File: config.mk
export PLATFORM = sky130hd
export DESIGN_NAME = rs_out_fmt
export DESIGN_NICKNAME = d
export VERILOG_FILES = /design/src/rtl/rs_pkg.sv /design/src/rtl/rs_out_buf.sv /design/src/rtl/rs_out_fmt.sv
export SDC_FILE = /design/constraint.sdc
export NUM_CORES = 2
export LEC_CHECK = 0
export BUFFER_PORTS_ARGS = -buffer_cell sky130_fd_sc_hd__buf_2
export CORE_MARGIN = 8
export CORE_UTILIZATION = 40
export DETAILED_ROUTE_END_ITERATION = 16
export GPL_TIMING_DRIVEN = 1
export SKIP_LAST_GASP = 1
export SYNTH_ARGS = -nofsm -noshare
export SYNTH_HDL_FRONTEND = slang
export SYNTH_SLANG_ARGS = --single-unit
File: constraint.sdc
create_clock -name clk -period 27.6 [get_ports clk]
set_clock_uncertainty 0.15 [all_clocks]
set_input_delay 2.76 -clock clk [delete_from_list [all_inputs] [get_ports clk]]
set_output_delay 2.76 -clock clk [all_outputs]
set_load 0.005 [all_outputs]
File: src/rtl/rs_pkg.sv
// Shared constants and FSM state type for the RS output formatter.
package rs_pkg;

  localparam int unsigned CW_WORDS   = 24;
  localparam int unsigned CW_BEATS   = 12;
  localparam int unsigned OBUF_DEPTH = 16;
  localparam int unsigned OBUF_W     = 131;
  localparam int unsigned CREDIT_MAX = OBUF_DEPTH - CW_BEATS;

  typedef enum logic [1:0] {
    StIdle  = 2'd0,
    StPop   = 2'd1,
    StDrain = 2'd2
  } state_e;

endpackage

File: src/rtl/rs_out_buf.sv
// 16 x 131 synchronous FIFO for formatted output beats; head entry drives rdata_o.
module rs_out_buf
  import rs_pkg::*;
(
  input  logic              clk,
  input  logic              rstn,
  input  logic              push_i,
  input  logic [OBUF_W-1:0] wdata_i,
  input  logic              pop_i,
  output logic [OBUF_W-1:0] rdata_o,
  output logic [4:0]        count_o,
  output logic              empty_o
);

  logic [OBUF_W-1:0] mem_q [OBUF_DEPTH];
  logic [3:0]        wr_ptr_q, wr_ptr_d;
  logic [3:0]        rd_ptr_q, rd_ptr_d;
  logic [4:0]        count_q, count_d;
  logic              do_pop;

  assign empty_o = (count_q == 5'd0);
  assign count_o = count_q;
  assign do_pop  = pop_i && !empty_o;
  // Gate the head so an empty buffer presents all-zero beat fields.
  assign rdata_o = empty_o ? '0 : mem_q[rd_ptr_q];

  always_comb begin
    wr_ptr_d = push_i ? wr_ptr_q + 4'd1 : wr_ptr_q;
    rd_ptr_d = do_pop ? rd_ptr_q + 4'd1 : rd_ptr_q;
    count_d  = count_q;
    unique case ({push_i, do_pop})
      2'b10:   count_d = count_q + 5'd1;
      2'b01:   count_d = count_q - 5'd1;
      default: count_d = count_q;
    endcase
  end

  always_ff @(posedge clk or negedge rstn) begin
    if (!rstn) begin
      wr_ptr_q <= '0;
      rd_ptr_q <= '0;
      count_q  <= '0;
    end else begin
      wr_ptr_q <= wr_ptr_d;
      rd_ptr_q <= rd_ptr_d;
      count_q  <= count_d;
    end
  end

  always_ff @(posedge clk) begin
    if (push_i) begin
      mem_q[wr_ptr_q] <= wdata_i;
    end
  end

endmodule

File: src/rtl/rs_out_fmt.sv
// Pops corrected RS codewords (24 x 64b) and emits 12 x 128b beats with sof/eof framing.
// Optional statistics counters are built when RS_OUT_FMT_STAT_EN is defined.
module rs_out_fmt
  import rs_pkg::*;
(
  input  logic         clk,
  input  logic         rstn,
  input  logic         dec_done,
  output logic         pop_data_ena,
  input  logic         rs_pop_data_vld,
  input  logic [63:0]  rs_pop_data,
  input  logic         rs_pop_isos,
  output logic         out_vld,
  input  logic         out_rdy,
  output logic [127:0] out_data,
  output logic         out_sync,
  output logic         out_sof,
  output logic         out_eof,
  output logic         err_ovf,
  output logic         err_sync
`ifdef RS_OUT_FMT_STAT_EN
  ,
  output logic [31:0]  stat_cw_cnt,
  output logic [31:0]  stat_beat_cnt
`endif
);

  state_e      state_q, state_d;
  logic        pop_ena_q, pop_ena_d;
  logic [4:0]  wcnt_q, wcnt_d;
  logic [1:0]  pend_q, pend_d;
  logic        err_ovf_q, err_ovf_d;
  logic        err_sync_q, err_sync_d;
  logic [4:0]  rx_cnt_q, rx_cnt_d;
  logic [63:0] even_q, even_d;
  logic        even_sync_q, even_sync_d;

  logic [4:0]        occ;
  logic [5:0]        occ_eff;
  logic              buf_empty;
  logic              credit_ok;
  logic              burst_start;
  logic              cap;
  logic              wr;
  logic              xfer;
  logic [OBUF_W-1:0] wdata;
  logic [OBUF_W-1:0] rdata;

  // In DRAIN the last beat of the previous codeword is still being written, so count it.
  assign occ_eff     = {1'b0, occ} + 6'(state_q == StDrain);
  assign credit_ok   = (occ_eff <= 6'(CREDIT_MAX));
  // Starting from DRAIN keeps the inter-burst gap at one cycle.
  assign burst_start = ((state_q == StIdle) || (state_q == StDrain)) && credit_ok &&
                       ((pend_q != 2'd0) || dec_done);

  // Words arrive one cycle after each pop: POP word-count 1..23 and the DRAIN cycle.
  assign cap   = rs_pop_data_vld &&
                 (((state_q == StPop) && (wcnt_q != 5'd0)) || (state_q == StDrain));
  assign wr    = cap && rx_cnt_q[0];
  assign wdata = {even_q, rs_pop_data, even_sync_q,
                  (rx_cnt_q == 5'd1), (rx_cnt_q == 5'(CW_WORDS - 1))};

  always_comb begin
    pend_d    = pend_q;
    err_ovf_d = err_ovf_q;
    if (dec_done && !burst_start) begin
      if (pend_q == 2'd3) begin
        err_ovf_d = 1'b1;
      end else begin
        pend_d = pend_q + 2'd1;
      end
    end else if (!dec_done && burst_start) begin
      pend_d = pend_q - 2'd1;
    end
  end

  always_comb begin
    state_d   = state_q;
    pop_ena_d = pop_ena_q;
    wcnt_d    = wcnt_q;
    unique case (state_q)
      StIdle: begin
        if (burst_start) begin
          state_d   = StPop;
          pop_ena_d = 1'b1;
          wcnt_d    = 5'd0;
        end
      end
      StPop: begin
        if (wcnt_q == 5'(CW_WORDS - 1)) begin
          state_d   = StDrain;
          pop_ena_d = 1'b0;
          wcnt_d    = 5'd0;
        end else begin
          wcnt_d = wcnt_q + 5'd1;
        end
      end
      StDrain: begin
        if (burst_start) begin
          state_d   = StPop;
          pop_ena_d = 1'b1;
          wcnt_d    = 5'd0;
        end else begin
          state_d = StIdle;
        end
      end
      default: begin
        state_d   = StIdle;
        pop_ena_d = 1'b0;
        wcnt_d    = 5'd0;
      end
    endcase
  end

  always_comb begin
    rx_cnt_d    = rx_cnt_q;
    even_d      = even_q;
    even_sync_d = even_sync_q;
    err_sync_d  = err_sync_q;
    if (cap) begin
      rx_cnt_d = (rx_cnt_q == 5'(CW_WORDS - 1)) ? 5'd0 : rx_cnt_q + 5'd1;
      if (!rx_cnt_q[0]) begin
        even_d      = rs_pop_data;
        even_sync_d = rs_pop_isos;
      end else if (rs_pop_isos != even_sync_q) begin
        err_sync_d = 1'b1;
      end
    end
  end

  always_ff @(posedge clk or negedge rstn) begin
    if (!rstn) begin
      state_q     <= StIdle;
      pop_ena_q   <= 1'b0;
      wcnt_q      <= '0;
      pend_q      <= '0;
      err_ovf_q   <= 1'b0;
      err_sync_q  <= 1'b0;
      rx_cnt_q    <= '0;
      even_q      <= '0;
      even_sync_q <= 1'b0;
    end else begin
      state_q     <= state_d;
      pop_ena_q   <= pop_ena_d;
      wcnt_q      <= wcnt_d;
      pend_q      <= pend_d;
      err_ovf_q   <= err_ovf_d;
      err_sync_q  <= err_sync_d;
      rx_cnt_q    <= rx_cnt_d;
      even_q      <= even_d;
      even_sync_q <= even_sync_d;
    end
  end

  rs_out_buf u_out_buf (
    .clk     (clk),
    .rstn    (rstn),
    .push_i  (wr),
    .wdata_i (wdata),
    .pop_i   (xfer),
    .rdata_o (rdata),
    .count_o (occ),
    .empty_o (buf_empty)
  );

  assign out_vld      = !buf_empty;
  assign xfer         = out_vld && out_rdy;
  assign out_data     = rdata[130:3];
  assign out_sync     = rdata[2];
  assign out_sof      = rdata[1];
  assign out_eof      = rdata[0];
  assign pop_data_ena = pop_ena_q;
  assign err_ovf      = err_ovf_q;
  assign err_sync     = err_sync_q;

`ifdef RS_OUT_FMT_STAT_EN
  logic [31:0] stat_cw_q, stat_cw_d;
  logic [31:0] stat_beat_q, stat_beat_d;

  always_comb begin
    stat_cw_d   = stat_cw_q + 32'(xfer && out_eof);
    stat_beat_d = stat_beat_q + 32'(xfer);
  end

  always_ff @(posedge clk or negedge rstn) begin
    if (!rstn) begin
      stat_cw_q   <= '0;
      stat_beat_q <= '0;
    end else begin
      stat_cw_q   <= stat_cw_d;
      stat_beat_q <= stat_beat_d;
    end
  end

  assign stat_cw_cnt   = stat_cw_q;
  assign stat_beat_cnt = stat_beat_q;
`endif

endmodule

Word level (Yosys, flattened, before mapping) --
Memories as Yosys holds them, arrays and structs flattened. Index checks and enable logic that the tools add are counted.
Word-level totals: register bits 95, memory bits (writable) 2096, input port bits 70, output and inout port bits 135, logic and storage cells 83, memories 1
Memories:
- u_out_buf.mem_q | words 16, bits a word 131, rd ports 1, clocked after memory_dff 0, wr ports 1, RTL line rs_out_buf.sv:15 | logic [OBUF_W-1:0] mem_q [OBUF_DEPTH];
Cells by class: add/subtract/negate cells 9, magnitude comparators 1, equal/unequal tests 13, multiplexer cells 18, bitwise gates (word level) 1, reductions and logical operators 28
Operators by type and width (count):
- 2-to-1 mux 131 bit | 1
- case mux 5 bit (2 select lines) | 2
- adder 5 x 1 -> 5 bit (second input constant) | 3
- 2-to-1 mux 5 bit | 3
- equality test 5 bit (second input constant) | 2
- 2-to-1 mux 2 bit | 5
- AND reduction 2 bit | 5
- logical AND 1 bit | 9
- adder 4 x 1 -> 4 bit (second input constant) | 2
- adder 5 x 1 -> 6 bit | 1
- equality test 2 bit (second input constant) | 3
- less-or-equal comparator 6 x 3 -> 1 bit (second input constant) | 1
- case mux 2 bit (3 select lines) | 1
- nonzero test 2 bit | 3
- equality test 5 x 1 -> 1 bit (second input constant) | 1
- zero test 5 bit | 1
- 2-to-1 mux 1 bit | 5
- nonzero test 5 bit | 1
- subtractor 5 x 1 -> 5 bit (second input constant) | 1
- equality test 2 x 1 -> 1 bit (second input constant) | 2
- inequality test 2 x 1 -> 1 bit (second input constant) | 2
- inequality test 2 bit (second input constant) | 2
- zero test 1 bit | 3
- logical OR 1 bit | 3
- 8 further kinds | 8

Logic depth before layout (Yosys ltp) --
depth after elaboration 9, depth in mapped cells 15, mapped depth without buffers 14

Cells and area by module --
Synthesis repeated with hierarchy kept, for this count alone.
Unflattened totals: cells, all modules 4414, area, all modules 85463.2 um^2
Modules (own cells, without submodules):
- rs_out_buf | instances 1, cells an instance 4177, area each 81770.9 um^2, sequential area each 63265.7 um^2
- rs_out_fmt | instances 1, cells an instance 237, area each 3692.3 um^2, sequential area each 2052.0 um^2

Least setup slack after synthesis --
OpenSTA, ideal clock, no wires.
path kind input-to-reg, start point in rs_pop_data_vld, end point mem u_out_buf.mem_q[1][0] (enable), setup time 0.988 ns, arrival time 16.478 ns, data required time 26.462 ns, slack 9.984 ns, cell stages on the path 4, buffers on the path 0, path through nand2_1 -> nor2_1 -> inv_1 -> nor4b_1
On the way: word-level cells in the longest chain between the ends 4
RTL lines:
- start: declaration | RTL line rs_out_fmt.sv:10 | input logic rs_pop_data_vld,
- logical AND 1 bit | RTL line rs_out_fmt.sv:57 | assign cap = rs_pop_data_vld &&
- logical AND 1 bit | RTL line rs_out_fmt.sv:59 | assign wr = cap && rx_cnt_q[0];
- 2-to-1 mux 1 bit | RTL line rs_out_buf.sv:51 | if (push_i) begin
- 2-to-1 mux 1 bit (implied by the code) | RTL line rs_out_buf.sv:52 | mem_q[wr_ptr_q] <= wdata_i;
- end: declaration | RTL line rs_out_buf.sv:15
Every way passes these cells.

Worst setup path in the final report --
start point reg u_out_buf.rd_ptr_q[0], end point out out_data[127]
On the way: word-level cells in the longest chain between the ends 2
RTL lines:
- start: declaration | RTL line rs_out_buf.sv:17 | logic [3:0] rd_ptr_q, rd_ptr_d;
- start signal: assignment | RTL line rs_out_buf.sv:45 | rd_ptr_q <= rd_ptr_d;
- memory read (16 x 131 bit)
- 2-to-1 mux 131 bit | RTL line rs_out_buf.sv:25 | assign rdata_o = empty_o ? '0 : mem_q[rd_ptr_q];
- end: declaration | RTL line rs_out_fmt.sv:15 | output logic [127:0] out_data,
Every way passes these cells.

==> out/results.ini <==
[global_routing]
grt_pass1_vias = 42300
grt_pass1_wl_mm = 312
grt_usage_pct = 18.7
antenna_found_initial = 45
grt_overflow_total = 0
grt_max_degree = 141

[floorplanning]
start_util_pct = 40.2
die_h_um = 478
die_x_um = 478
rows = 169
io_pins = 205
dieArea_um2 = 228000
core_um2 = 212000

[critical_path]
startpoint_type = register
crit_path_end_kind = primary output
crit_fanout = 130
arrival_ps = 6000
cp_data_required_time_ps = 24690
reg2reg_depth = 10
path_class = register to primary output
r2r_slack_ps = 21980
r2r-start = wcnt_q[0]
critical_path.reg2reg.endpoint = u_out_buf.mem_q[2][100]

[yosys]
netlist_instances = 3926
async_flop_share_pct = 4.34
yosysSeqAreaShare_pct = 76.6
synth-edff-count = 2096
syn_nets = 4010
avgSynthCellArea_um2 = 21.7
syn-cell-area_um2 = 85300
ys_seq_elements = 2191
ys_warn_count = 0
synth.distinct_cells = 51
synth-main-ff-cell = edfxtp_1

[clock_network]
cts_made_buffers = 219
cts_sinks = 2191
clockBufferDepth = 3
cts_tree = yes
post_cts_buffers = 0
clk_transition_reported_paths_ps = 70
cts-resized-gates = 0
clk_latency_ps = 860
cts-root-buf = clkbuf_16
cts_max_level = 4
postCtsHoldBufs = 0

[cells_and_area]
area_growth_pct = 13.4
final_cells = 7230
fin_nets = 4289
drive_gt1_share_pct = 29.1
multi_input_area_um2 = 18900
seq_area_um2 = 65300
fillerInstances = 17600

[place]
place.gp.congestion = 0.734
dp.cells = 6805
hpwl_mm = 115
port_buffers = 204

[timing]
setup_viol = 0
max_freq_ghz = 0.112
hold_viol_final = 0
relSlewSlack_pct = 15.5
fin_crit_ps = 8910
rsz0062_at_grt = false
tns_ps = 0
holdWs_ps = 344
fin_crit_sh_pct = 32.3
worst-slew-pin-transition_ps = 1270
final_max_slew_viol_count = 0

[hold_path]
hold_end = err_ovf
min_path_type = register to register
hold_depth = 1
min_from = err_ovf

[detailed_routing]
vias_per_cell = 5.69
drt_iter0_markers = 3858
firstDrtPassIters = 5
antenna_left = 0
via_count = 41200
wire_per_inst_um = 30.3
drc_errors = 0
drt_wl_total_mm = 219

[flow_run]
drv_cap = 0

[outcome]
status = finished, final reports clean

[power_and_ir_drop]
vdd_drop_max_v = 0.000101
p_leak_nw = 31.2
powerDensity_nw_per_um2 = 107

[stage by stage]
step / utilization (%) / setup slack (ps) / power [mW] / area [um2]
after floorplan: - / 9980 / 6.31 / 85300
after global placement: 42.2 / 19350 / 7.51 / 89500
after detailed placement: 42.2 / 19390 / 7.54 / 89500
after CTS: 45.6 / 18470 / 10.4 / 96600
after global routing: 45.6 / 18190 / 10.7 / 96600
final: 45.6 / 18690 / 10.3 / 96700
[layout by cell type (no fill, tap or decap), types with 5 or more instances in the layout]
cell type  count
o21ai_0       83
bufinv_16     15
o22ai_1      131
buf_12         9
inv_1         10
diode_2       15
edfxtp_1    2096
o211ai_1      24
clkinv_16      7
ha_1          14
xnor2_1        8
o21ai_1       10
buf_4         75
nand3_1        7
mux2i_1      287
clkbuf_8       9
nor2_1         8
a21oi_1       83
nor4b_2        6
xor2_1         7
clkinv_2      32
nand2_1       34
clkinv_1      49
dfrtp_1       92
clkbuf_1      59
mux2_4        50
a211oi_1      79
inv_6          5
buf_2        203
a21o_1         5
mux2_2       175
clkinv_4       5
mux4_2       433
clkbuf_16    220
[state kept, by name, summed over array words and instances (netlist names)]
signal	flops
u_out_buf.mem_q	2096
even_q	64
rx_cnt_q	5
u_out_buf.count_o	5
wcnt_q	5
u_out_buf.rd_ptr_q	4
u_out_buf.wr_ptr_q	4
pend_q	2
state_q	2
err_ovf	1
err_sync	1
even_sync_q	1
pop_data_ena	1
[worst max-delay path by stage]
stage                                     start                     to  slack (ps)  depth (start not counted)
after global routing      u_out_buf.rd_ptr_q[0]          out_data[127]       18190                          9
final                     u_out_buf.rd_ptr_q[0]          out_data[127]       18690                          9
after floorplan                 rs_pop_data_vld  u_out_buf.mem_q[1][0]        9980                          4
after detailed placement  u_out_buf.rd_ptr_q[0]          out_data[127]       19390                          9
after CTS                 u_out_buf.rd_ptr_q[0]          out_data[127]       18470                          9
after global placement    u_out_buf.rd_ptr_q[0]          out_data[127]       19350                          9
[critical path, stage by stage, from the launching register on]
cell and delay, ps:
dfrtp_4 920, buf_4 770, buf_4 830, buf_12 810, mux2_2 310, a211oi_1 70, a21oi_1 180, o21ai_0 130
o22ai_1 680, buf_2 240
[report_power, final]
part | switching, mW | total, mW | leakage, nW | internal, mW
clock network | 1.27 | 2.91 | 3.44 | 1.64
logic | 1.64 | 2.90 | 7.76 | 1.26
registers | 0.404 | 4.49 | 20.0 | 4.09
total | 3.32 | 10.3 | 31.2 | 6.98
[cells in the mapped netlist, types with 5 or more instances]
cell | n | area share [%]
a211oi_1 | 79 | 0.70
a21o_1 | 5 | 0.044
a21oi_1 | 83 | 0.49
and2_1 | 5 | 0.037
buf_1 | 24 | 0.11
buf_2 | 112 | 0.66
buf_4 | 14 | 0.12
buf_6 | 10 | 0.13
clkbuf_1 | 69 | 0.30
dfrtp_1 | 95 | 2.8
edfxtp_1 | 2096 | 74
ha_1 | 14 | 0.21
inv_1 | 10 | 0.044
mux2_2 | 175 | 2.3
mux2_4 | 50 | 0.88
mux2i_1 | 287 | 3.4
mux4_2 | 433 | 11
nand2_1 | 35 | 0.15
nand3_1 | 7 | 0.041
nor2_1 | 9 | 0.040
nor3b_1 | 5 | 0.044
nor4b_1 | 6 | 0.062
o211ai_1 | 24 | 0.21
o21ai_0 | 83 | 0.49
o21ai_1 | 10 | 0.059
o22ai_1 | 131 | 0.96
xnor2_1 | 8 | 0.082
xor2_1 | 7 | 0.072
[routing by layer]
metal	wire length, um	global-route usage [%]	share of wire [%]	up-vias
met5	55	0	0.025	-
met2	107000	30.9	49	1345
met3	14400	3.47	6.5	253
met4	3720	3.99	1.7	8
met1	93900	26.0	43	22400
li1	-	-	-	17100
[kinds of logic (layout without fill, tap and decap cells)]
logic type	Yosys count	in the layout	synth area share [%]
adder cells (fa/ha/maj)	14	14	0.205
other	0	15	0
XOR/XNOR	15	15	0.154
AO/OA/AOI/OAI	428	428	3.07
flip-flops	2191	2191	76.6
AND/OR/NAND/NOR	93	93	0.597
buffers and inverters	240	708	1.37
multiplexers	945	945	18.0
[layout make-up]
class,instances,area share [%]
inverters,11,0.0453
clock inverters,122,1.27
diodes,15,0.0388
multi-input cells,1495,19.5
flip-flops and latches,2191,67.6
repair buffers,287,1.82
well taps,2821,3.65
clock buffers,288,6.05
Power figures use the tool's default switching activity.
